File: config.mk
export PLATFORM = sky130hd
export DESIGN_NAME = bp_update_sequencer
export DESIGN_NICKNAME = d
export VERILOG_FILES = /design/src/rtl/bp_pkg.sv /design/src/rtl/bp_update_fifo.sv /design/src/rtl/bp_update_sequencer.sv
export SDC_FILE = /design/constraint.sdc
export NUM_CORES = 1
export LEC_CHECK = 0
export ABC_CLOCK_PERIOD_IN_PS = 3050
export BUFFER_PORTS_ARGS = -buffer_cell sky130_fd_sc_hd__buf_2
export CAP_MARGIN = 25
export CORE_ASPECT_RATIO = 0.5
export CORE_MARGIN = 3
export CORE_UTILIZATION = 35
export DETAILED_ROUTE_END_ITERATION = 8
export GPL_TIMING_DRIVEN = 0
export MAX_ROUTING_LAYER = met4
export PLACE_DENSITY_LB_ADDON = 0.3
export REMOVE_ABC_BUFFERS = 1
export SYNTH_ARGS = -nofsm -noshare
export SYNTH_HDL_FRONTEND = slang
export SYNTH_SLANG_ARGS = --single-unit
File: constraint.sdc
create_clock -name clk -period 3.05 [get_ports clk]
set_input_delay 0 -clock clk [delete_from_list [all_inputs] [get_ports clk]]
set_output_delay 0 -clock clk [all_outputs]
set_load 0.05 [all_outputs]
File: src/rtl/bp_pkg.sv
// Shared types and helpers for the branch-predictor update path.
// Counter encodings, sequencer states and the saturating update rule.
package bp_pkg;

   localparam int BP_INDEX_BITS = 4;

   localparam logic [1:0] SNT = 2'b00;
   localparam logic [1:0] WNT = 2'b01;
   localparam logic [1:0] WT  = 2'b10;
   localparam logic [1:0] ST  = 2'b11;

   typedef enum logic [1:0] {
      RUN,
      DRAIN,
      CLEAR
   } state_e;

   function automatic logic [1:0] sat_next(
      input logic [1:0] ctr,
      input logic       taken
   );
      logic [1:0] r;
      r = ctr;
      if (taken) begin
         if (ctr != ST) r = ctr + 2'b01;
      end else begin
         if (ctr != SNT) r = ctr - 2'b01;
      end
      return r;
   endfunction

endpackage

File: src/rtl/bp_update_fifo.sv
// Update FIFO: up to two pushes and one pop per cycle.
// Reports the number of free slots for the upstream arbiter.
module bp_update_fifo #(
   parameter int WIDTH = 5,
   parameter int DEPTH = 4,
   localparam int AW   = $clog2(DEPTH)
) (
   input  logic             clk,
   input  logic             rst,
   input  logic             wr_a_en,
   input  logic [WIDTH-1:0] wr_a_data,
   input  logic             wr_b_en,
   input  logic [WIDTH-1:0] wr_b_data,
   input  logic             rd_en,
   output logic [WIDTH-1:0] rd_data,
   output logic             empty,
   output logic [AW:0]      free
);

   logic [WIDTH-1:0] mem [DEPTH];
   logic [AW-1:0]    wp;
   logic [AW-1:0]    rp;
   logic [AW:0]      cnt;
   logic [AW:0]      n_wr;
   logic             rd;

   assign rd      = rd_en & (cnt != '0);
   assign n_wr    = (AW+1)'(wr_a_en) + (AW+1)'(wr_b_en);
   assign empty   = (cnt == '0);
   assign free    = (AW+1)'(DEPTH) - cnt;
   assign rd_data = mem[rp];

   // storage: slot b always follows slot a
   always_ff @(posedge clk) begin
      if (wr_a_en) mem[wp] <= wr_a_data;
      if (wr_b_en) mem[wp + AW'(1)] <= wr_b_data;
   end

   // pointers and occupancy
   always_ff @(posedge clk or posedge rst) begin
      if (rst) begin
         wp  <= '0;
         rp  <= '0;
         cnt <= '0;
      end else begin
         wp  <= wp + n_wr[AW-1:0];
         rp  <= rp + AW'(rd);
         cnt <= cnt + n_wr - (AW+1)'(rd);
      end
   end

endmodule

File: src/rtl/bp_update_sequencer.sv
// Resolved-branch update sequencer: arbitration, FIFO, PHT read-modify-write.
// Optional clear sweep is built when BP_CLEAR_EN is defined.
module bp_update_sequencer
   import bp_pkg::*;
#(
   parameter int         INDEX_BITS = BP_INDEX_BITS,
   parameter int         TABLE_SIZE = 16,
   parameter int         FIFO_DEPTH = 4,
   parameter logic [1:0] CLEAR_VAL  = WNT
) (
   input  logic                  clk,
   input  logic                  rst,
   input  logic                  up0_valid,
   input  logic [31:0]           up0_pc,
   input  logic                  up0_taken,
   output logic                  up0_ready,
   input  logic                  up1_valid,
   input  logic [31:0]           up1_pc,
   input  logic                  up1_taken,
   output logic                  up1_ready,
   input  logic                  clear_req,
   output logic                  clear_busy,
   output logic                  clear_done,
   output logic [INDEX_BITS-1:0] pht_rd_idx,
   input  logic [1:0]            pht_rd_data,
   output logic                  pht_wr_en,
   output logic [INDEX_BITS-1:0] pht_wr_idx,
   output logic [1:0]            pht_wr_data,
   output logic                  idle
);

   localparam int AW = $clog2(FIFO_DEPTH);
   localparam int DW = INDEX_BITS + 1;
   localparam logic [AW:0] ONE = (AW+1)'(1);
   localparam logic [AW:0] TWO = (AW+1)'(2);

   logic [AW:0]           free;
   logic                  empty;
   logic [DW-1:0]         head;
   logic [DW-1:0]         d0;
   logic [DW-1:0]         d1;
   logic [DW-1:0]         wa_data;
   logic [DW-1:0]         wb_data;
   logic                  acc0;
   logic                  acc1;
   logic                  rr;
   logic                  run;
   logic                  sweep;
   logic [INDEX_BITS-1:0] sweep_idx;
   logic [INDEX_BITS-1:0] r_idx;
   logic                  r_taken;
   logic [1:0]            r_old;
   logic                  w_valid;
   logic [INDEX_BITS-1:0] w_idx;
   logic                  w_taken;
   logic [1:0]            w_old;
   logic [1:0]            w_new;
   logic                  unused_ok;

   assign unused_ok = ^{clear_req, CLEAR_VAL,
                        up0_pc[31:INDEX_BITS+2], up0_pc[1:0],
                        up1_pc[31:INDEX_BITS+2], up1_pc[1:0],
                        TABLE_SIZE == (1 << INDEX_BITS)};

   // ready from free slots and rr only
   always_comb begin
      up0_ready = 1'b0;
      up1_ready = 1'b0;
      if (run) begin
         if (free >= TWO) begin
            up0_ready = 1'b1;
            up1_ready = 1'b1;
         end else if (free == ONE) begin
            up0_ready = ~rr;
            up1_ready = rr;
         end
      end
   end

   assign acc0 = up0_valid & up0_ready;
   assign acc1 = up1_valid & up1_ready;

   assign d0 = {up0_taken, up0_pc[INDEX_BITS+1:2]};
   assign d1 = {up1_taken, up1_pc[INDEX_BITS+1:2]};

   assign wa_data = (acc0 & acc1) ? (rr ? d1 : d0)
                                  : (acc0 ? d0 : d1);
   assign wb_data = rr ? d0 : d1;

   // rr flips after every dual-valid cycle
   always_ff @(posedge clk or posedge rst) begin
      if (rst) rr <= 1'b0;
      else if (up0_valid & up1_valid) rr <= ~rr;
   end

   bp_update_fifo #(
      .WIDTH (DW),
      .DEPTH (FIFO_DEPTH)
   ) u_fifo (
      .clk       (clk),
      .rst       (rst),
      .wr_a_en   (acc0 | acc1),
      .wr_a_data (wa_data),
      .wr_b_en   (acc0 & acc1),
      .wr_b_data (wb_data),
      .rd_en     (~empty),
      .rd_data   (head),
      .empty     (empty),
      .free      (free)
   );

   assign r_idx      = head[INDEX_BITS-1:0];
   assign r_taken    = head[INDEX_BITS];
   assign pht_rd_idx = empty ? '0 : r_idx;
   assign w_new      = sat_next(w_old, w_taken);
   assign r_old      = (w_valid && (w_idx == r_idx)) ? w_new : pht_rd_data;

   // W stage: capture the popped update and its old counter
   always_ff @(posedge clk or posedge rst) begin
      if (rst) begin
         w_valid <= 1'b0;
         w_idx   <= '0;
         w_taken <= 1'b0;
         w_old   <= 2'b00;
      end else begin
         w_valid <= ~empty;
         if (!empty) begin
            w_idx   <= r_idx;
            w_taken <= r_taken;
            w_old   <= r_old;
         end
      end
   end

`ifdef BP_CLEAR_EN
   localparam logic [INDEX_BITS-1:0] LAST = INDEX_BITS'(TABLE_SIZE - 1);

   state_e                state;
   logic [INDEX_BITS-1:0] clr_idx;

   // drain the FIFO, then sweep the table once
   always_ff @(posedge clk or posedge rst) begin
      if (rst) begin
         state      <= CLEAR;
         clr_idx    <= '0;
         clear_busy <= 1'b1;
         clear_done <= 1'b0;
      end else begin
         unique case (state)
            RUN: begin
               if (clear_req) begin
                  state      <= DRAIN;
                  clear_busy <= 1'b1;
               end
            end
            DRAIN: begin
               if (empty) begin
                  state   <= CLEAR;
                  clr_idx <= '0;
               end
            end
            CLEAR: begin
               if (clr_idx == LAST) begin
                  state      <= RUN;
                  clear_busy <= 1'b0;
                  clear_done <= 1'b0;
               end else begin
                  clr_idx    <= clr_idx + 1'b1;
                  clear_done <= (clr_idx + 1'b1) == LAST;
               end
            end
            default: state <= RUN;
         endcase
      end
   end

   assign run       = (state == RUN);
   assign sweep     = (state == CLEAR);
   assign sweep_idx = clr_idx;
`else
   assign run        = 1'b1;
   assign sweep      = 1'b0;
   assign sweep_idx  = '0;
   assign clear_busy = 1'b0;
   assign clear_done = 1'b0;
`endif

   assign pht_wr_en   = w_valid | sweep;
   assign pht_wr_idx  = w_valid ? w_idx : (sweep ? sweep_idx : '0);
   assign pht_wr_data = w_valid ? w_new : (sweep ? CLEAR_VAL : 2'b00);
   assign idle        = empty & ~w_valid & run;

endmodule

==> flow_metrics.tcl <==
set metrics [dict create \
    status "complete, no violations" \
    detailedPlacementHpwl_mm 3.05 \
    initial_core_util 0.376 \
    cts_max_path_buffers 2 \
    drive_above_1_share 0.356 \
    syn_inst 174 \
    numPortBuffers 29 \
    synth.lib_cells_used.distinct 41 \
    synth-edff-count 20 \
    dr.pass1.iters 4 \
    cts_root_buf "sky130_fd_sc_hd__clkbuf_16" \
    crit_type "reg -> reg" \
    post_synth_instance_area_um2 2140 \
    routed_wire_length_per_instance_um 14.8 \
    clkSlewWorstSetupHoldPaths_ps 60 \
    setup_total_neg_slack_ps 0 \
    mean_area_per_synthesized_cell_um2 12.3 \
    yosys-top-cells-count "20 x sky130_fd_sc_hd__edfxtp_1, 18 x sky130_fd_sc_hd__mux2_2, 16 x sky130_fd_sc_hd__dfrtp_1" \
    die_y_um 61.3 \
    synth_most_common_cell "sky130_fd_sc_hd__edfxtp_1" \
    yosysSeqAreaShare 0.467 \
    achievable-frequency_mhz 353 \
    worst_setup_path_start_kind "flip-flop" \
    clock_insertion_delay_worst_skew_ps 280 \
    maxCapViolCount 0 \
    row_count 19 \
    timing_max_transition_violations_final 0 \
    gp_routability_congestion 0.785 \
    tritoncts.num_buffers 5 \
    diodes 0 \
    routed_via_density 4.82 \
    hold_class "in -> reg" \
    detail_route.drc_violations 0 \
    tritoncts_clock_tree "done" \
    design.portCount 89 \
    dr.first_iter.drc_count 52 \
    timing.final.crit_share 0.927 \
    crit_arrival_ps 2860 \
    coreArea_um2 5710 \
    route.final.wire_length_mm 4.11 \
    setup_skew_after_layout_ps 5.09 \
    synth_top_area_cell "sky130_fd_sc_hd__edfxtp_1" \
    crit_path_max_fanout 8 \
    grt_pass1_vias 1360 \
    p_r_area_growth_vs_syn_pct 18.7 \
    critical_path.endpoint_type "flip-flop" \
    postSynth.topFlopCell "sky130_fd_sc_hd__edfxtp_1" \
    async_flop_share 0.444 \
    synth_top_area_frac 0.280 \
    maxSlewHeadroom 0.405 \
    grt_pass1_wl_mm 6.67 \
    ys.warnings.count 0 \
    finish.net_count 290 \
    grt.overflow.total 0 \
    netlist_top_cells_area "sky130_fd_sc_hd__edfxtp_1 28%, sky130_fd_sc_hd__dfrtp_1 19%, sky130_fd_sc_hd__mux2_2 9.5%" \
    rsz0062_at_grt "no" \
    grt_antenna_before_repair 0 \
    route.vias.total 1340 \
    timing_worst_slew_pin_value_ps 885 \
    global_route.usage.total 0.130 \
    hold_violations 0 \
    route.antenna.remaining_nets 0 \
    post-cts-setup-buffers 0 \
    largest_net_degree_at_the_start_of_global_routing 17 \
    critPathRequiredTime_ps 3080 \
    clock-sinks 36 \
    synthesized_flop_and_latch_total 36 \
    fp.dieW_um 117 \
    design.die.area_um2 7160 \
    cts_max_level 2 \
    layout_min_cycle_time_ps 2830 \
    setup-violations-final 0 \
]
## final timing paths
check	from	to	slack, ps	depth (start not counted)
max reg2reg	u_fifo.cnt[1]	u_fifo.mem[1][1]	220	10
min in group asynchronous	rst	u_fifo.cnt[1]	350	3
min reg2reg	w_taken	w_taken	540	2
max in group asynchronous	rst	w_idx[2]	2300	3
min	up1_valid	rr	7	3
max	u_fifo.cnt[1]	u_fifo.mem[1][1]	220	10
## repair_timing
| action | CTS | global route |
|---|---|---|
| gates resized for setup | 2 | 3 |
| hold buffers | 3 | 0 |
| hold endpoints to repair | 18 | 0 |
| setup endpoints to repair | 8 | 31 |
## per-layer routing
layer,up-vias,part of all wire,track usage
met5,-,0,-
met4,0,0.0073,0.0294
met3,4,0.050,0.0334
met2,27,0.46,0.207
met1,643,0.48,0.170
li1,666,-,-
## per-stage QoR
step	instances	hold slack (ps)	util	area [um^2]	worst slack [ps]
after CTS	278	8.40	0.443	2530	40.8
after global placement	267	117	0.408	2330	24.1
after floorplan	165	-86.3	-	2090	-17.6
final	278	6.61	0.446	2540	221
after global routing	278	42.1	0.446	2540	28.0
after detailed placement	267	114	0.408	2330	-50.8
## critical path: stages (launching register included)
cell and delay (ps):
sky130_fd_sc_hd__dfrtp_1 380, sky130_fd_sc_hd__inv_1 70, sky130_fd_sc_hd__ha_1 180, sky130_fd_sc_hd__ha_1 250, sky130_fd_sc_hd__nor3b_2 230, sky130_fd_sc_hd__a21bo_2 210
sky130_fd_sc_hd__inv_1 60, sky130_fd_sc_hd__ha_1 320, sky130_fd_sc_hd__nor2_2 250, sky130_fd_sc_hd__a21o_1 260, sky130_fd_sc_hd__mux2_2 370
## registers in the layout, indices dropped and copies added, names as in the netlist
signal      cells
pht_wr_en       1
rr              1
u_fifo.cnt      3
u_fifo.mem     20
u_fifo.rp       2
u_fifo.wp       2
w_idx           4
w_old           2
w_taken         1
## cells by family after synthesis
| kind of cell | count (synthesis) | synth area share |
|---|---|---|
| AND/OR/NAND/NOR | 39 | 0.0946 |
| other | 1 | 0.00175 |
| multiplexers | 29 | 0.172 |
| buffers and inverters | 22 | 0.0467 |
| AO/OA/AOI/OAI | 21 | 0.0747 |
| flip-flops | 36 | 0.467 |
| adder cells (fa/ha/maj) | 13 | 0.0794 |
| XOR/XNOR | 13 | 0.0636 |
## cell usage in the layout (no fill, tap or decap), types with 2 or more instances in the layout
| cell type | synthesis | layout |
|---|---|---|
| sky130_fd_sc_hd__inv_1 | 10 | 10 |
| sky130_fd_sc_hd__a21oi_1 | 2 | 2 |
| sky130_fd_sc_hd__clkbuf_16 | 0 | 5 |
| sky130_fd_sc_hd__a21oi_2 | 2 | 2 |
| sky130_fd_sc_hd__nand2_1 | 11 | 11 |
| sky130_fd_sc_hd__nand3_1 | 3 | 3 |
| sky130_fd_sc_hd__nand3b_1 | 2 | 2 |
| sky130_fd_sc_hd__ha_1 | 12 | 12 |
| sky130_fd_sc_hd__dlygate4sd3_1 | 0 | 3 |
| sky130_fd_sc_hd__nor2b_1 | 2 | 2 |
| sky130_fd_sc_hd__a21o_1 | 6 | 5 |
| sky130_fd_sc_hd__buf_2 | 2 | 29 |
| sky130_fd_sc_hd__and2_1 | 8 | 8 |
| sky130_fd_sc_hd__mux4_2 | 3 | 3 |
| sky130_fd_sc_hd__xnor2_2 | 3 | 3 |
| sky130_fd_sc_hd__a211oi_2 | 0 | 2 |
| sky130_fd_sc_hd__conb_1 | 1 | 2 |
| sky130_fd_sc_hd__nand2b_1 | 2 | 2 |
| sky130_fd_sc_hd__xnor2_1 | 8 | 8 |
| sky130_fd_sc_hd__mux2_1 | 2 | 2 |
| sky130_fd_sc_hd__dfrtp_1 | 16 | 16 |
| sky130_fd_sc_hd__o21ai_0 | 3 | 3 |
| sky130_fd_sc_hd__nor2_1 | 7 | 6 |
| sky130_fd_sc_hd__edfxtp_1 | 20 | 20 |
| sky130_fd_sc_hd__xor2_1 | 2 | 2 |
| sky130_fd_sc_hd__o31ai_1 | 2 | 2 |
| sky130_fd_sc_hd__mux2_2 | 18 | 18 |
| sky130_fd_sc_hd__mux2i_1 | 5 | 5 |
## area by class of cell
class                   count  area, um^2
clock inverters             3        42.5
multi-input cells         117        1060
repair buffers             32         175
well taps                  73        91.3
fillers                   543        3160
flip-flops and latches     36        1000
inverters                  12        45.0
clock buffers               5         125
Power is left out: the tool's default activity adds up to more than one toggle a clock period on the data nets, which glitch-free logic cannot reach.
